## src/rtl/bpsk_modulator.sv

```systemverilog
// bpsk_modulator: serializes one DATA_W-bit word MSB-first onto a BPSK carrier.
// Each bit spans one full carrier period of 2^SPB_LOG2 output samples, and one
// sample is produced per out_strobe tick. While no frame is running the output is silence.
// Optional feature macro: BPSK_PREAMBLE_EN adds a 4-bit 1,0,1,0 sync preamble
// (state SYNC) ahead of the data bits.

module bpsk_modulator #(
  parameter int unsigned DATA_W   = 24,
  parameter int unsigned SPB_LOG2 = 3,
  parameter int unsigned AMP      = 4194304
) (
  input  logic              CLOCK_50,
  input  logic              reset_n,
  input  logic              in_valid,
  output logic              in_ready,
  input  logic [DATA_W-1:0] in_data,
  input  logic              out_strobe,
  output logic [DATA_W-1:0] out_data,
  output logic              out_valid
);

  localparam int unsigned PH_W  = SPB_LOG2;
  localparam int unsigned SPB   = 1 << SPB_LOG2;
  localparam int unsigned BIT_W = (DATA_W > 4) ? $clog2(DATA_W) : 2;

  // Carrier magnitudes: H approximates AMP*sin(45deg) using 181/256.
  localparam longint unsigned H_L  = (64'(AMP) * 64'd181) >> 8;
  localparam logic [DATA_W-1:0] C_AMP  = DATA_W'(AMP);
  localparam logic [DATA_W-1:0] C_H    = DATA_W'(H_L);
  localparam logic [DATA_W-1:0] C_NAMP = DATA_W'(0) - C_AMP;
  localparam logic [DATA_W-1:0] C_NH   = DATA_W'(0) - C_H;

`ifdef BPSK_PREAMBLE_EN
  localparam int unsigned SYNC_BITS = 4;
  typedef enum logic [1:0] {
    IDLE = 2'd0,
    SYNC = 2'd1,
    DATA = 2'd2
  } state_t;
`else
  typedef enum logic [1:0] {
    IDLE = 2'd0,
    DATA = 2'd2
  } state_t;
`endif

  state_t            state;
  state_t            state_nxt;
  logic [DATA_W-1:0] shift_reg;
  logic [PH_W-1:0]   phase_cnt;
  logic [BIT_W-1:0]  bit_cnt;

  logic              capture;
  logic              busy;
  logic              phase_last;
  logic              bit_last;
  logic              cur_bit;
  logic [2:0]        tbl_idx;
  logic [DATA_W-1:0] carrier;
  logic [DATA_W-1:0] sample;

  assign in_ready   = (state == IDLE);
  assign capture    = in_valid && in_ready;
  assign phase_last = (phase_cnt == PH_W'(SPB - 1));

  // Top three phase bits select one of eight carrier points per period.
  assign tbl_idx = phase_cnt[PH_W-1 -: 3];

  // State register.
  always_ff @(posedge CLOCK_50 or negedge reset_n) begin
    if (!reset_n) begin
      state <= IDLE;
    end else begin
      state <= state_nxt;
    end
  end

  // Next-state, current bit and last-bit decode.
  always_comb begin
    state_nxt = state;
    busy      = 1'b0;
    cur_bit   = 1'b0;
    bit_last  = 1'b0;
    case (state)
      IDLE: begin
        if (capture) begin
`ifdef BPSK_PREAMBLE_EN
          state_nxt = SYNC;
`else
          state_nxt = DATA;
`endif
        end
      end
`ifdef BPSK_PREAMBLE_EN
      SYNC: begin
        busy     = 1'b1;
        cur_bit  = ~bit_cnt[0];
        bit_last = (bit_cnt == BIT_W'(SYNC_BITS - 1));
        if (out_strobe && phase_last && bit_last) begin
          state_nxt = DATA;
        end
      end
`endif
      DATA: begin
        busy     = 1'b1;
        cur_bit  = shift_reg[DATA_W-1];
        bit_last = (bit_cnt == BIT_W'(DATA_W - 1));
        if (out_strobe && phase_last && bit_last) begin
          state_nxt = IDLE;
        end
      end
      default: begin
        state_nxt = IDLE;
      end
    endcase
  end

  // Carrier lookup for the current phase point.
  always_comb begin
    carrier = '0;
    case (tbl_idx)
      3'd0:    carrier = '0;
      3'd1:    carrier = C_H;
      3'd2:    carrier = C_AMP;
      3'd3:    carrier = C_H;
      3'd4:    carrier = '0;
      3'd5:    carrier = C_NH;
      3'd6:    carrier = C_NAMP;
      3'd7:    carrier = C_NH;
      default: carrier = '0;
    endcase
  end

  // A zero bit inverts the carrier (180 degree phase shift).
  assign sample = cur_bit ? carrier : (DATA_W'(0) - carrier);

  // Word capture, phase counter and bit counter.
  always_ff @(posedge CLOCK_50 or negedge reset_n) begin
    if (!reset_n) begin
      shift_reg <= '0;
      phase_cnt <= '0;
      bit_cnt   <= '0;
    end else if (capture) begin
      shift_reg <= in_data;
      phase_cnt <= '0;
      bit_cnt   <= '0;
    end else if (busy && out_strobe) begin
      phase_cnt <= phase_cnt + PH_W'(1);
      if (phase_last) begin
        if (state == DATA) begin
          shift_reg <= {shift_reg[DATA_W-2:0], 1'b0};
        end
        if (bit_last) begin
          bit_cnt <= '0;
        end else begin
          bit_cnt <= bit_cnt + BIT_W'(1);
        end
      end
    end
  end

  // Output sample register, updated only on strobes.
  always_ff @(posedge CLOCK_50 or negedge reset_n) begin
    if (!reset_n) begin
      out_data  <= '0;
      out_valid <= 1'b0;
    end else if (out_strobe) begin
      if (busy) begin
        out_data  <= sample;
        out_valid <= 1'b1;
      end else begin
        out_data  <= '0;
        out_valid <= 1'b0;
      end
    end
  end

endmodule

```

## config.mk

```make
export PLATFORM = sky130hd
export DESIGN_NAME = bpsk_modulator
export DESIGN_NICKNAME = d
export VERILOG_FILES = /design/src/rtl/bpsk_modulator.sv
export SDC_FILE = /design/constraint.sdc
export NUM_CORES = 1
export LEC_CHECK = 0
export BUFFER_PORTS_ARGS = -buffer_cell sky130_fd_sc_hd__buf_2
export CAP_MARGIN = 20
export CORE_MARGIN = 3
export CORE_UTILIZATION = 53
export DETAILED_ROUTE_END_ITERATION = 8
export HOLD_SLACK_MARGIN = 0.06
export PLACE_DENSITY = 0.84
export SKIP_LAST_GASP = 1
export SYNTH_ARGS = -nofsm -noshare
export SYNTH_HDL_FRONTEND = slang
export SYNTH_SLANG_ARGS = --single-unit
```

## constraint.sdc

```tcl
create_clock -name CLOCK_50 -period 2.2 [get_ports CLOCK_50]
set_clock_uncertainty 0.2 [all_clocks]
set_input_delay 0.11 -clock CLOCK_50 [delete_from_list [all_inputs] [get_ports CLOCK_50]]
set_output_delay 0.11 -clock CLOCK_50 [all_outputs]
set_load 0.05 [all_outputs]
```

=== Word-level counts from Yosys, hierarchy flattened ===
Memory sizes are Yosys's and may differ from the RTL's.
Index checks and enable logic that the tools add are counted.

* Add/sub/neg operators: 3
* Equal/unequal tests: 5
* Multiplexer cells: 19
* Reductions and logical operators: 11

{| class="wikitable"
|+ Operators by type and width
! kind !! count
|-
| 2-to-1 mux 24 bit || 6
|-
| subtractor 1 x 24 -> 24 bit, first input constant || 1
|-
| 2-to-1 mux 5 bit || 4
|-
| 2-to-1 mux 3 bit || 2
|-
| nonzero test 2 bit || 3
|-
| adder 5 x 1 -> 5 bit, second input constant || 1
|-
| equality test 5 bit, second input constant || 1
|-
| logical AND 1 bit || 4
|-
| 2-to-1 mux 1 bit || 4
|-
| 2-to-1 mux 2 bit || 2
|-
| one-hot mux 2 bit (2 select lines) || 1
|-
| AND reduction 2 bit || 2
|-
| adder 3 x 1 -> 3 bit, second input constant || 1
|-
| equality test 3 bit, second input constant || 1
|-
| AND reduction 3 bit || 1
|-
| equality test 2 bit, second input constant || 1
|-
| zero test 2 bit || 1
|-
| inequality test 2 x 1 -> 1 bit, second input constant || 1
|-
| inequality test 2 bit, second input constant || 1
|}

* Bits in registers: 59
* Memory bits (read-only): 80
* Input bits: 28
* Output and inout bits: 26
* Logic and storage cells: 45
* Memories kept: 1

{| class="wikitable"
|+ Memory list
! memory !! depth !! bits a word !! read ports !! clocked after memory_dff !! write ports !! RTL line !! RTL
|-
| (no name shown) || 8 || 10 || 1 || 0 || 0 || 121 || <nowiki>case (tbl_idx)</nowiki>
|}

=== Depth between registers and ports, before layout ===
* Depth in word-level cells: 6
* Depth in mapped cells: 7
* Depth with buffers taken out: 5

=== Worst setup path after synthesis ===
OpenSTA, ideal clock, no wires.

* Kind: register to register
* From: register phase_cnt[1]
* To: register shift_reg[10]
* Library setup time: 124 ps
* Arrival time: 1,435 ps
* Slack: 441 ps
* Stages on the path, launching flop included: 7
* Buffers on the path: 1
* Clock period less this slack: 1,759 ps
* Cell sequence: dfrtp_1 -> ha_1 -> ha_1 -> and3_2 -> nor2_4 -> clkbuf_2 -> o21ai_1

* Cells in the longest elaborated chain, start to end: 3

{| class="wikitable"
|+ Ends and longest elaborated chain
! what !! RTL line !! RTL
|-
| start: declaration || 50 || <nowiki>logic [PH_W-1:0] phase_cnt;</nowiki>
|-
| start signal: assignment || 148 || <nowiki>phase_cnt <= phase_cnt + PH_W'(1);</nowiki>
|-
| equality test 3 bit || 64 || <nowiki>assign phase_last = (phase_cnt == PH_W'(SPB - 1));</nowiki>
|-
| nonzero test 2 bit (no line) || -- ||
|-
| AND reduction 3 bit (no line) || -- ||
|-
| end signal: assignment || 144 || <nowiki>shift_reg <= in_data;</nowiki>
|-
| end signal: assignment || 151 || <nowiki>shift_reg <= {shift_reg[DATA_W-2:0], 1'b0};</nowiki>
|-
| end: declaration || 49 || <nowiki>logic [DATA_W-1:0] shift_reg;</nowiki>
|}

Every way passes these cells.
A chain may end at the register's enable or synchronous reset.

=== Worst setup path in the final report ===
* From: register phase_cnt[1]
* To: register shift_reg[22]

Same word-level chain as after synthesis.

==> impl_metrics.json <==
{
  "cts_tree": "yes",
  "kind_of_start_point_of_the_critical_path": "flop",
  "core_area_um2": 3744,
  "worst_reg2reg_setup_slack_ns": 0.25,
  "postRouteAntennaNets": 0,
  "worst_pin_slew_ns": 0.8625,
  "worst_ir_drop_vdd_mv": 0.6337,
  "syn_to_final_growth_pct": 23.40,
  "post-synth-top-count-cell": "sky130_fd_sc_hd__dfrtp_1",
  "worstPathMaxFanout": 23,
  "startpoint_to_endpoint_class_of_the_critical_path": "reg -> reg",
  "setup-violations-final": 0,
  "grt_antenna_before_repair": 0,
  "worstSetupEndpointType": "flop",
  "global_route_wire_length_before_repair_mm": 7.396,
  "hold_viol_final": 0,
  "tns_ns": 0,
  "achievable-frequency_mhz": 513.9,
  "dp_hpwl_mm": 2.692,
  "fillCellCount": 262,
  "die_width_um": 69.13,
  "netSwitchingPower_uw": 1149,
  "ctsLongestPathBuffers": 2,
  "finalCriticalPeriod_ns": 1.946,
  "synth.cells.most_frequent": "sky130_fd_sc_hd__dfrtp_1, sky130_fd_sc_hd__nand3_1, sky130_fd_sc_hd__mux2i_1",
  "antenna_cells_inserted": 0,
  "hold_crit_path_type": "in -> async",
  "drt_first_iter_violations": 166,
  "yosys_most_used_dff": "sky130_fd_sc_hd__dfrtp_1",
  "nNetsFinal": 295,
  "power_frac_clock_pct": 23.9,
  "num_io_pins": 54,
  "cts_made_buffers": 5,
  "drtPass1Iterations": 4,
  "totalWireLength_mm": 4.536,
  "total_leakage_power_uw": 0.001377,
  "largest_register_ffs": 24,
  "grt_start_max_net_pins": 40,
  "internal-power_uw": 1814,
  "setup_repair_after_global_routing_missed_its_margin": "false",
  "finalCritPeriodShare_pct": 88.45,
  "dp_slack_ns": 0.3114,
  "synth_area_leaders": "sky130_fd_sc_hd__dfrtp_1, sky130_fd_sc_hd__mux2i_1, sky130_fd_sc_hd__nand3_1, sky130_fd_sc_hd__buf_4, sky130_fd_sc_hd__o21ai_1",
  "synth-seq-cells": 39,
  "grt_pass1_vias": 1599,
  "critPathRequiredTime_ns": 2.17,
  "clock_sink_count": 39,
  "share_of_the_synthesized_area_in_the_top_cell_type_pct": 46.21,
  "input_output_buffers": 39,
  "total_die_area_um2": 4778,
  "post_synth.cell_area_avg_um2": 10.30,
  "comb_power_share_pct": 37.7,
  "area_occupied_by_multi_input_gates_um2": 888.4,
  "ratio_of_routed_vias_to_standard_cells": 5.372,
  "final-max-slew-violation-count": 0,
  "worst_setup_hold_path_clk_slew_ns": 0.08,
  "grt.total_usage_pct": 19.22,
  "cts_repair_resize_count": 0,
  "fin_ws_ns": 0.2541,
  "sequentialPowerShare_pct": 38.4,
  "number_of_placement_rows": 22,
  "netSwitchingFraction_pct": 38.78,
  "seq_area_um2": 975.9,
  "dieHeight_um": 69.13,
  "post_synth_instance_area_um2": 2112,
  "share_of_synthesized_registers_carrying_an_async_set_or_reset_pct": 100.0,
  "status": "completed",
  "layout-drive-gt1-share_pct": 21.59,
  "worst_ep_arrival_time_ns": 1.92,
  "synth_cells": 205,
  "maxSlewHeadroom_pct": 42.50,
  "place.gp.congestion": 0.8392,
  "cts_max_level": 2,
  "synth-warning-count": 0,
  "grt.overflow.total": 0,
  "initial_core_util_pct": 56.42,
  "post-synth-top-area-cell": "sky130_fd_sc_hd__dfrtp_1",
  "detailroute.via_count": 1676,
  "max_cap_viol_count": 0,
  "yosysSeqAreaShare_pct": 46.21,
  "powerDensity_nw_per_um2": 1137,
  "drt_drc_violations_left": 0,
  "clk_root_buffer_cell": "sky130_fd_sc_hd__clkbuf_8",
  "synth_enable_flop_cells": 0,
  "ys_types": 37,
  "avgRoutedWirePerCell_um": 14.54,
  "clkLatencyLatePin_ns": 0.29
}
[metal layers]
layer,wire (um),vias to the layer above,track usage [%]
met5,0,-,0
met4,68,0,7.809
met3,230,6,4.373
met2,2266,52,31.57
met1,1970,819,24.43
li1,-,799,-
[cell usage in the layout, fill, tap and decap left out, drive strengths merged, types with 2 or more instances in the layout]
cell type | synthesis | final
dfrtp | 39 | 39
nand2 | 8 | 8
clkbuf | 4 | 6
o21ai | 30 | 30
bufinv | 0 | 2
nor2 | 4 | 4
inv | 7 | 7
o21bai | 2 | 2
dlygate4sd3 | 0 | 27
ha | 4 | 4
xnor2 | 3 | 3
and3 | 2 | 2
buf | 30 | 45
nand4 | 2 | 2
nand3 | 29 | 29
nor2b | 2 | 2
conb | 1 | 14
mux2i | 24 | 24
[final timing paths]
check                             start       endpoint  depth (start not counted)
setup / recovery           phase_cnt[1]  shift_reg[22]                          6
max in group asynchronous       reset_n   shift_reg[3]                          2
hold / removal                  reset_n  shift_reg[10]                          2
hold reg to reg              bit_cnt[4]     bit_cnt[4]                          1
setup reg to reg           phase_cnt[1]  shift_reg[22]                          6
min in group CLOCK_50        bit_cnt[4]     bit_cnt[4]                          1
[final cells by class]
| class | instances | area share, % |
|---|---|---|
| clock buffers | 6 | 2.784 |
| clock inverters | 2 | 2.304 |
| inverters | 7 | 1.008 |
| multi-input cells | 138 | 34.09 |
| flip-flops and latches | 39 | 37.45 |
| well taps | 48 | 2.304 |
| repair buffers | 72 | 20.07 |
[worst max-delay path: stages (launching register included)]
cell	delay [ns]
sky130_fd_sc_hd__dfrtp_1	0.43
sky130_fd_sc_hd__ha_1	0.23
sky130_fd_sc_hd__ha_1	0.20
sky130_fd_sc_hd__and3_2	0.26
sky130_fd_sc_hd__nor2_4	0.10
sky130_fd_sc_hd__buf_4	0.26
sky130_fd_sc_hd__o21ai_1	0.12
[power by group through the flow]
stage               Combinational (uW)  Clock, uW  Sequential (uW)
finish                            1120        708             1140
global route                      1220        743             1170
CTS                               1110        716             1130
detailed placement                1060          0             1140
global placement                  1030          0             1120
floorplan                          761          0             1240
[logic make-up after synthesis]
family	Yosys count	synth area share (%)
and+or+nand+nor	50	12.44
AOI/OAI and AO/OA	42	11.61
buffers and inverters	41	14.04
DFF	39	46.21
muxes	25	11.91
adders and majority gates	4	2.370
xor gates and xnor gates	3	1.244
other	1	0.1776
[stage by stage]
stage / instance area, um^2 / hold slack, ns / utilization (%) / total power, uW / instances
after global routing: 2606 / 0.3056 / 69.62 / 3127 / 312
after detailed placement: 2203 / 0.06471 / 58.86 / 2200 / 277
final: 2606 / 0.2616 / 69.62 / 2963 / 312
after CTS: 2606 / 0.2815 / 69.62 / 2957 / 312
after global placement: 2203 / 0.06816 / 58.86 / 2153 / 277
after floorplan: 2161 / -0.3856 / - / 2001 / 218
[repair_timing]
action	4_1_cts	5_1_grt
hold buffers	27	0
hold endpoints to repair	70	0
setup buffers	0	0
Note: power is estimated with default switching activity, not from simulation.
